### src/rtl/gpu_cmd_sender_pkg.sv
// Shared types and defaults for the GPU command sender and its queue.
// Holds the issue FSM state encoding and the packed instruction word pair.
package colenda_pkg;

  localparam int CMD_DEPTH = 8;
  localparam int CMD_HOLD  = 2;
  localparam int CMD_GAP   = 2;
  localparam int CMD_W     = 32;

  typedef enum logic [1:0] {
    IDLE    = 2'd0,
    ASSERT  = 2'd1,
    RELEASE = 2'd2
  } state_t;

  typedef struct packed {
    logic [CMD_W-1:0] a;
    logic [CMD_W-1:0] b;
  } cmd_t;

  function automatic int max2(input int x, input int y);
    return (x > y) ? x : y;
  endfunction

endpackage

### src/rtl/gpu_cmd_sender_if.sv
// Host command handshake plus FIFO write-side signals of the command sender.
// master = host/test side, slave = gpu_cmd_sender.
interface gpu_cmd_sender_if import colenda_pkg::*; #(
  parameter int DEPTH = CMD_DEPTH
);
  logic                   cmd_valid;
  logic                   cmd_ready;
  logic [CMD_W-1:0]       cmd_dataA;
  logic [CMD_W-1:0]       cmd_dataB;
  logic                   wrfull;
  logic [CMD_W-1:0]       dataA;
  logic [CMD_W-1:0]       dataB;
  logic                   wrreg;
  logic                   busy;
  logic [$clog2(DEPTH):0] level;

  modport master (
    output cmd_valid, cmd_dataA, cmd_dataB, wrfull,
    input  cmd_ready, dataA, dataB, wrreg, busy, level
  );

  modport slave (
    input  cmd_valid, cmd_dataA, cmd_dataB, wrfull,
    output cmd_ready, dataA, dataB, wrreg, busy, level
  );
endinterface

### src/rtl/gpu_cmd_sender_cmd_queue.sv
// Purpose: circular instruction buffer with push/pop and registered occupancy.
// Latency: pushed entry visible at head one cycle after the push edge.
// Backpressure: not_full is combinational from count; pushes while full are dropped here, so callers gate on it.
module cmd_queue import colenda_pkg::*; #(
  parameter int DEPTH = CMD_DEPTH
) (
  input  logic                   clk,
  input  logic                   reset,
  input  logic                   push,
  input  cmd_t                   push_dat,
  input  logic                   pop,
  output cmd_t                   head,
  output logic [$clog2(DEPTH):0] count,
  output logic [$clog2(DEPTH):0] count_nxt,
  output logic                   not_full
);
  localparam int AW = $clog2(DEPTH);
  localparam int CW = AW + 1;
  localparam logic [CW-1:0] CNT_ONE = CW'(1);
  localparam logic [CW-1:0] CNT_MAX = CW'(DEPTH);
  localparam logic [AW-1:0] PTR_ONE = AW'(1);

  cmd_t          mem [DEPTH];
  logic [AW-1:0] rd_ptr;
  logic [AW-1:0] wr_ptr;
  logic          do_push;
  logic          do_pop;

  assign not_full = (count != CNT_MAX);
  assign do_push  = push & not_full;
  assign do_pop   = pop & (count != '0);
  assign head     = mem[rd_ptr];

  always_comb begin
    count_nxt = count;
    case ({do_push, do_pop})
      2'b10:   count_nxt = count + CNT_ONE;
      2'b01:   count_nxt = count - CNT_ONE;
      default: count_nxt = count;
    endcase
  end

  // Power-of-two depth lets the pointers wrap by plain overflow.
  always_ff @(posedge clk or negedge reset) begin
    if (!reset) begin
      rd_ptr <= '0;
      wr_ptr <= '0;
      count  <= '0;
    end else begin
      if (do_push) wr_ptr <= wr_ptr + PTR_ONE;
      if (do_pop)  rd_ptr <= rd_ptr + PTR_ONE;
      count <= count_nxt;
    end
  end

  always_ff @(posedge clk) begin
    if (do_push) mem[wr_ptr] <= push_dat;
  end

endmodule

### src/rtl/gpu_cmd_sender.sv
// Purpose: queue host GPU instructions and replay each as a shaped wrreg pulse with stable dataA/dataB.
// Latency: pop one cycle after push into an empty idle queue; HOLD high + GAP low + 1 idle cycle per instruction.
// Backpressure: cmd_ready low while queue full; wrfull sampled only in IDLE. GPU_CMD_SENDER_STATS_EN adds issue/stall counters.
module gpu_cmd_sender import colenda_pkg::*; #(
  parameter int DEPTH       = CMD_DEPTH,
  parameter int HOLD_CYCLES = CMD_HOLD,
  parameter int GAP_CYCLES  = CMD_GAP
) (
  input  logic            clk,
  input  logic            reset,
  gpu_cmd_sender_if.slave bus
`ifdef GPU_CMD_SENDER_STATS_EN
  ,
  output logic [31:0]     issued_count,
  output logic [31:0]     stall_count
`endif
);
  localparam int CW = $clog2(DEPTH) + 1;
  localparam int PW = $clog2(max2(HOLD_CYCLES, GAP_CYCLES)) + 1;
  localparam logic [PW-1:0] HOLD_LAST = PW'(HOLD_CYCLES - 1);
  localparam logic [PW-1:0] GAP_LAST  = PW'(GAP_CYCLES - 1);
  localparam logic [PW-1:0] PH_ONE    = PW'(1);

  state_t           state;
  logic [PW-1:0]    phase;
  cmd_t             in_cmd;
  cmd_t             head;
  logic [CW-1:0]    q_count;
  logic [CW-1:0]    q_count_nxt;
  logic             q_not_full;
  logic             push;
  logic             pop;
  logic             fsm_idle_nxt;
  logic [CMD_W-1:0] data_a;
  logic [CMD_W-1:0] data_b;
  logic             wrreg_q;
  logic             busy_q;

  assign in_cmd = {bus.cmd_dataA, bus.cmd_dataB};
  assign push   = bus.cmd_valid & q_not_full;
  assign pop    = (state == IDLE) && (q_count != '0) && !bus.wrfull;

  // busy is registered, so it is built from where the FSM and queue land after this edge.
  assign fsm_idle_nxt = ((state == IDLE) && !pop) ||
                        ((state == RELEASE) && (phase == GAP_LAST));

  cmd_queue #(.DEPTH(DEPTH)) u_queue (
    .clk       (clk),
    .reset     (reset),
    .push      (push),
    .push_dat  (in_cmd),
    .pop       (pop),
    .head      (head),
    .count     (q_count),
    .count_nxt (q_count_nxt),
    .not_full  (q_not_full)
  );

  always_ff @(posedge clk or negedge reset) begin
    if (!reset) begin
      state   <= IDLE;
      phase   <= '0;
      wrreg_q <= 1'b0;
      data_a  <= '0;
      data_b  <= '0;
      busy_q  <= 1'b0;
    end else begin
      busy_q <= !fsm_idle_nxt || (q_count_nxt != '0);
      case (state)
        IDLE: begin
          if (pop) begin
            data_a  <= head.a;
            data_b  <= head.b;
            phase   <= '0;
            wrreg_q <= 1'b1;
            state   <= ASSERT;
          end
        end
        ASSERT: begin
          if (phase == HOLD_LAST) begin
            phase   <= '0;
            wrreg_q <= 1'b0;
            state   <= RELEASE;
          end else begin
            phase <= phase + PH_ONE;
          end
        end
        RELEASE: begin
          if (phase == GAP_LAST) state <= IDLE;
          else                   phase <= phase + PH_ONE;
        end
        default: begin
          state   <= IDLE;
          wrreg_q <= 1'b0;
        end
      endcase
    end
  end

  assign bus.cmd_ready = q_not_full;
  assign bus.dataA     = data_a;
  assign bus.dataB     = data_b;
  assign bus.wrreg     = wrreg_q;
  assign bus.busy      = busy_q;
  assign bus.level     = q_count;

`ifdef GPU_CMD_SENDER_STATS_EN
  always_ff @(posedge clk or negedge reset) begin
    if (!reset) begin
      issued_count <= '0;
      stall_count  <= '0;
    end else begin
      if (pop && (issued_count != '1))
        issued_count <= issued_count + 32'd1;
      if ((state == IDLE) && (q_count != '0) && bus.wrfull && (stall_count != '1))
        stall_count <= stall_count + 32'd1;
    end
  end
`endif

endmodule

### src/flat_wrapper.sv
// flat-port wrapper written by rule: the top's interface ports become plain ports
module gpu_cmd_sender_flat import colenda_pkg::*;
#(
  parameter int DEPTH       = CMD_DEPTH,
  parameter int HOLD_CYCLES = CMD_HOLD,
  parameter int GAP_CYCLES  = CMD_GAP
)
  (clk, reset, bus_cmd_valid, bus_cmd_dataA, bus_cmd_dataB, bus_wrfull, bus_cmd_ready, bus_dataA, bus_dataB, bus_wrreg, bus_busy, bus_level);
  gpu_cmd_sender_if #(.DEPTH(DEPTH)) bus_i ();
  input  logic clk;
  input  logic reset;
  input wire logic [$bits(bus_i.cmd_valid)-1:0] bus_cmd_valid;
  input wire logic [$bits(bus_i.cmd_dataA)-1:0] bus_cmd_dataA;
  input wire logic [$bits(bus_i.cmd_dataB)-1:0] bus_cmd_dataB;
  input wire logic [$bits(bus_i.wrfull)-1:0] bus_wrfull;
  output wire logic [$bits(bus_i.cmd_ready)-1:0] bus_cmd_ready;
  output wire logic [$bits(bus_i.dataA)-1:0] bus_dataA;
  output wire logic [$bits(bus_i.dataB)-1:0] bus_dataB;
  output wire logic [$bits(bus_i.wrreg)-1:0] bus_wrreg;
  output wire logic [$bits(bus_i.busy)-1:0] bus_busy;
  output wire logic [$bits(bus_i.level)-1:0] bus_level;
  assign bus_i.cmd_valid = bus_cmd_valid;
  assign bus_i.cmd_dataA = bus_cmd_dataA;
  assign bus_i.cmd_dataB = bus_cmd_dataB;
  assign bus_i.wrfull = bus_wrfull;
  assign bus_cmd_ready = bus_i.cmd_ready;
  assign bus_dataA = bus_i.dataA;
  assign bus_dataB = bus_i.dataB;
  assign bus_wrreg = bus_i.wrreg;
  assign bus_busy = bus_i.busy;
  assign bus_level = bus_i.level;
  gpu_cmd_sender #(.DEPTH(DEPTH), .HOLD_CYCLES(HOLD_CYCLES), .GAP_CYCLES(GAP_CYCLES)) u_core (.clk(clk), .reset(reset), .bus(bus_i));
endmodule
### config.mk
export PLATFORM = sky130hd
export DESIGN_NAME = gpu_cmd_sender_flat
export DESIGN_NICKNAME = d
export VERILOG_FILES = /design/src/rtl/gpu_cmd_sender_pkg.sv /design/src/rtl/gpu_cmd_sender_if.sv /design/src/rtl/gpu_cmd_sender_cmd_queue.sv /design/src/rtl/gpu_cmd_sender.sv /design/src/flat_wrapper.sv
export SDC_FILE = /design/constraint.sdc
export NUM_CORES = 1
export LEC_CHECK = 0
export ABC_AREA = 1
export BUFFER_PORTS_ARGS = -buffer_cell sky130_fd_sc_hd__buf_2
export CAP_MARGIN = 10
export CORE_MARGIN = 4
export CORE_UTILIZATION = 35
export DETAILED_ROUTE_END_ITERATION = 8
export REMOVE_ABC_BUFFERS = 1
export SYNTH_ARGS = -nofsm -noshare
export SYNTH_HDL_FRONTEND = slang
export SYNTH_SLANG_ARGS = --single-unit
### constraint.sdc
create_clock -name clk -period 3.8 [get_ports clk]
set_clock_uncertainty 0.05 [all_clocks]
set_input_delay 0.19 -clock clk [delete_from_list [all_inputs] [get_ports clk]]
set_output_delay 0.19 -clock clk [all_outputs]
set_load 0.05 [all_outputs]
==> metrics.cfg <==
[synthesis]
synth.most_common_cell = edfxtp_1
yosysTopAreaCellShare_pct = 68.0
yosys.area.top_type = edfxtp_1
synth_edf_count = 512
yosysSeqAreaShare_pct = 76.9
synthDistinctLibCells = 26
ys_seq_elements = 592
ys_warn_count = 0
synth_cells = 1644
synth_area_um2 = 22600
synth.area.top_cells = edfxtp_1 68%, dfrtp_1 8.9%, nor2_1 4.5%
syn_avg_cell_area_um2 = 13.8
ys_top_cells_by_count = 512 x edfxtp_1, 272 x nor2_1, 167 x o21ai_0
synthArstFlopShare_pct = 13.5
synth_ff_type = edfxtp_1

[placed_design]
port_buffers = 138
place_congestion = 0.715
dpl_cell_area_um2 = 24300
dp_hpwl_mm = 28.6
place_inst = 2543
dpl_worst_slack_ns = 1.12

[min_path]
hp-class = input pin to register
whs_path_depth = 8
hold_path_end = u_core.state[0]
hp-start = bus_wrfull

[global_route]
gr-total-overflow = 0
grtUsageTotal_pct = 16.3
grt_pass1_wl_mm = 85.8
grt_max_degree = 259
antenna_found_initial = 7
grt_pass1_vias = 14200

[critical_path]
reg2reg_slack_ns = 1.12
crit_top_cell = nand2_1
crit_slowest_cell = dfrtp_1
cp.required_ns = 4.23
max_stage_delay_ns = 0.40
r2r_start = u_core.state[1]
endpoint_kind = register
start_kind = register
crit_fanout = 26
critPathKind = register to register
path_cells = inv_1 -> ha_1 -> nand2_1 -> a21oi_4 -> buf_4 -> nand2_1 -> nand2_1 -> nand2_1 -> inv_1 -> ha_1 -> nand2_1 -> o21ai_0 -> nor2_1 -> nand2_1 -> nor2_1 -> nand3_1
cp.arrival_ns = 3.12
worstRegToRegCells = 16
r2r_end = u_core.bus.busy

[finish]
fin_cells = 2724
multi_input_area_um2 = 4740
ff_latch_area_um2 = 17400
area_growth_pct = 19.2
finalInstanceArea_um2 = 26900
fillers = 5780
fin_util_pct = 42.4
fin_nets = 1903
drive_gt1_share_pct = 14.6

[timing]
setup_ws_ns = 1.12
rsz0062_at_grt = no
hold_viol = 0
min_period_ns = 2.68
tightest_slew_ns = 1.21
fin_crit_sh_pct = 70.6
slew_viol_final = 0
setup_viol = 0
tns_ns = 0
relSlewSlack_pct = 19.5
fmax_ghz = 0.373
finalHoldWorstSlack_ns = 0.125

[power]
p_per_area_nw_per_um2 = 810
power.total_mw = 21.8
p_leak_nw = 9.39
irDropWorstVdd_uv = 627

[clock_tree]
cts.sinks = 592
clkTransAtPathRegs_ns = 0.06
root_buffer = clkbuf_16
numCtsBuffers = 59
clk_latency_ns = 0.61
cts_resized = 0
cts_buffer_depth = 3
cts_tree = built
htree_levels = 2

[route]
via_per_inst = 5.21
wl_mm = 56.7
dr_total_vias = 14200
drc = 0
route.detailed.wl_per_inst_um = 20.8
drt_pass1_iterations = 5
drtIter0Drc = 1179
ant_nets = 0

[floorplan]
core-area_um2 = 63500
die_area_um2 = 68700
initial_core_util_pct = 35.6
die_height_um = 262
die_x_um = 262
row_count = 92
boundaryPins = 139

[run]
maxCapViolCount = 0

[run_status]
outcome = finished clean

[power breakdown]
| part | switching [mW] | total (mW) | internal [mW] |
|---|---|---|---|
| Sequential | 0.587 | 8.91 | 8.32 |
| Combinational | 5.23 | 7.04 | 1.80 |
| Clock | 2.38 | 5.88 | 3.51 |
| Total | 8.20 | 21.8 | 13.6 |
[what timing repair did]
item | 4_1_cts | 5_1_grt
setup endpoints to repair | 0 | 0
hold endpoints to repair | 560 | 0
setup buffers | 0 | 0
hold buffers | 66 | 0
[registers in the layout, summed over array words and instances, names as in the netlist]
| signal | flops |
|---|---|
| u_core.u_queue.mem | 512 |
| u_core.bus.dataA | 32 |
| u_core.bus.dataB | 32 |
| u_core.u_queue.count | 4 |
| u_core.u_queue.rd_ptr | 3 |
| u_core.u_queue.wr_ptr | 3 |
| u_core.phase | 2 |
| u_core.state | 2 |
| u_core.bus.busy | 1 |
| u_core.bus.wrreg | 1 |
[placed cells by master, fill, tap and decap left out, drive strengths merged, types with 3 or more instances in the layout]
| cell type | instances |
|---|---|
| a21oi | 5 |
| buf | 164 |
| bufinv | 6 |
| clkbuf | 84 |
| clkinv | 18 |
| clkinvlp | 3 |
| dfrtp | 80 |
| diode | 5 |
| dlygate4sd3 | 66 |
| edfxtp | 512 |
| ha | 11 |
| inv | 19 |
| nand2 | 156 |
| nand3 | 52 |
| nor2 | 273 |
| o211ai | 20 |
| o21ai | 268 |
| o221ai | 108 |
| o22ai | 20 |
| xor2 | 3 |
[how the worst max path moves through the flow]
stage                              from                   to  slack [ns]  cells after the start
6_report                u_core.state[1]      u_core.bus.busy        1.12                     16
5_1_grt                 u_core.state[1]      u_core.bus.busy        0.86                     16
4_1_cts                 u_core.state[0]      u_core.bus.busy        1.10                     16
3_5_place_dp            u_core.state[0]      u_core.bus.busy        1.12                     16
3_3_place_gp            u_core.state[0]      u_core.bus.busy        1.18                     16
2_1_floorplan  u_core.u_queue.rd_ptr[0]  u_core.bus.dataA[0]       -4.32                      5
[final cells by class]
cell class | count | share of cell area, %
clock inverter | 26 | 1.05
inverter | 20 | 0.320
sequential | 592 | 64.5
timing repair buffer | 230 | 6.21
multi-input combinational | 921 | 17.6
antenna | 5 | 0.0464
tap | 846 | 3.93
clock buffer | 84 | 6.32
[critical path, delay by kind of cell, from the launching register on]
kind | cells | cell delay, ns
buffers and inverters | 3 | 0.58
AOI/OAI and AO/OA | 2 | 0.30
and+or+nand+nor | 9 | 0.81
DFF | 1 | 0.40
adders and majority gates | 2 | 0.42
[kinds of logic (layout without fill, tap and decap cells)]
| group | count (synthesis) | after routing | share of synthesized area, % |
|---|---|---|---|
| compound gates | 421 | 421 | 11.5 |
| other cells | 0 | 5 | 0 |
| simple gates | 485 | 485 | 8.42 |
| fa+ha+maj | 11 | 11 | 0.609 |
| xor+xnor | 4 | 4 | 0.155 |
| flops | 592 | 592 | 76.9 |
| buf+inv | 131 | 360 | 2.45 |
[layer usage]
layer  GRT usage (%)  part of all wire [%]  vias to the layer above
met3            3.40                   6.2                       89
met2            26.3                    47                      392
met4            4.25                   2.0                        4
met1            22.6                    45                     7199
li1                -                     -                     6520
met5               0                 0.039                        -
Note: power is estimated with default switching activity, not from simulation.
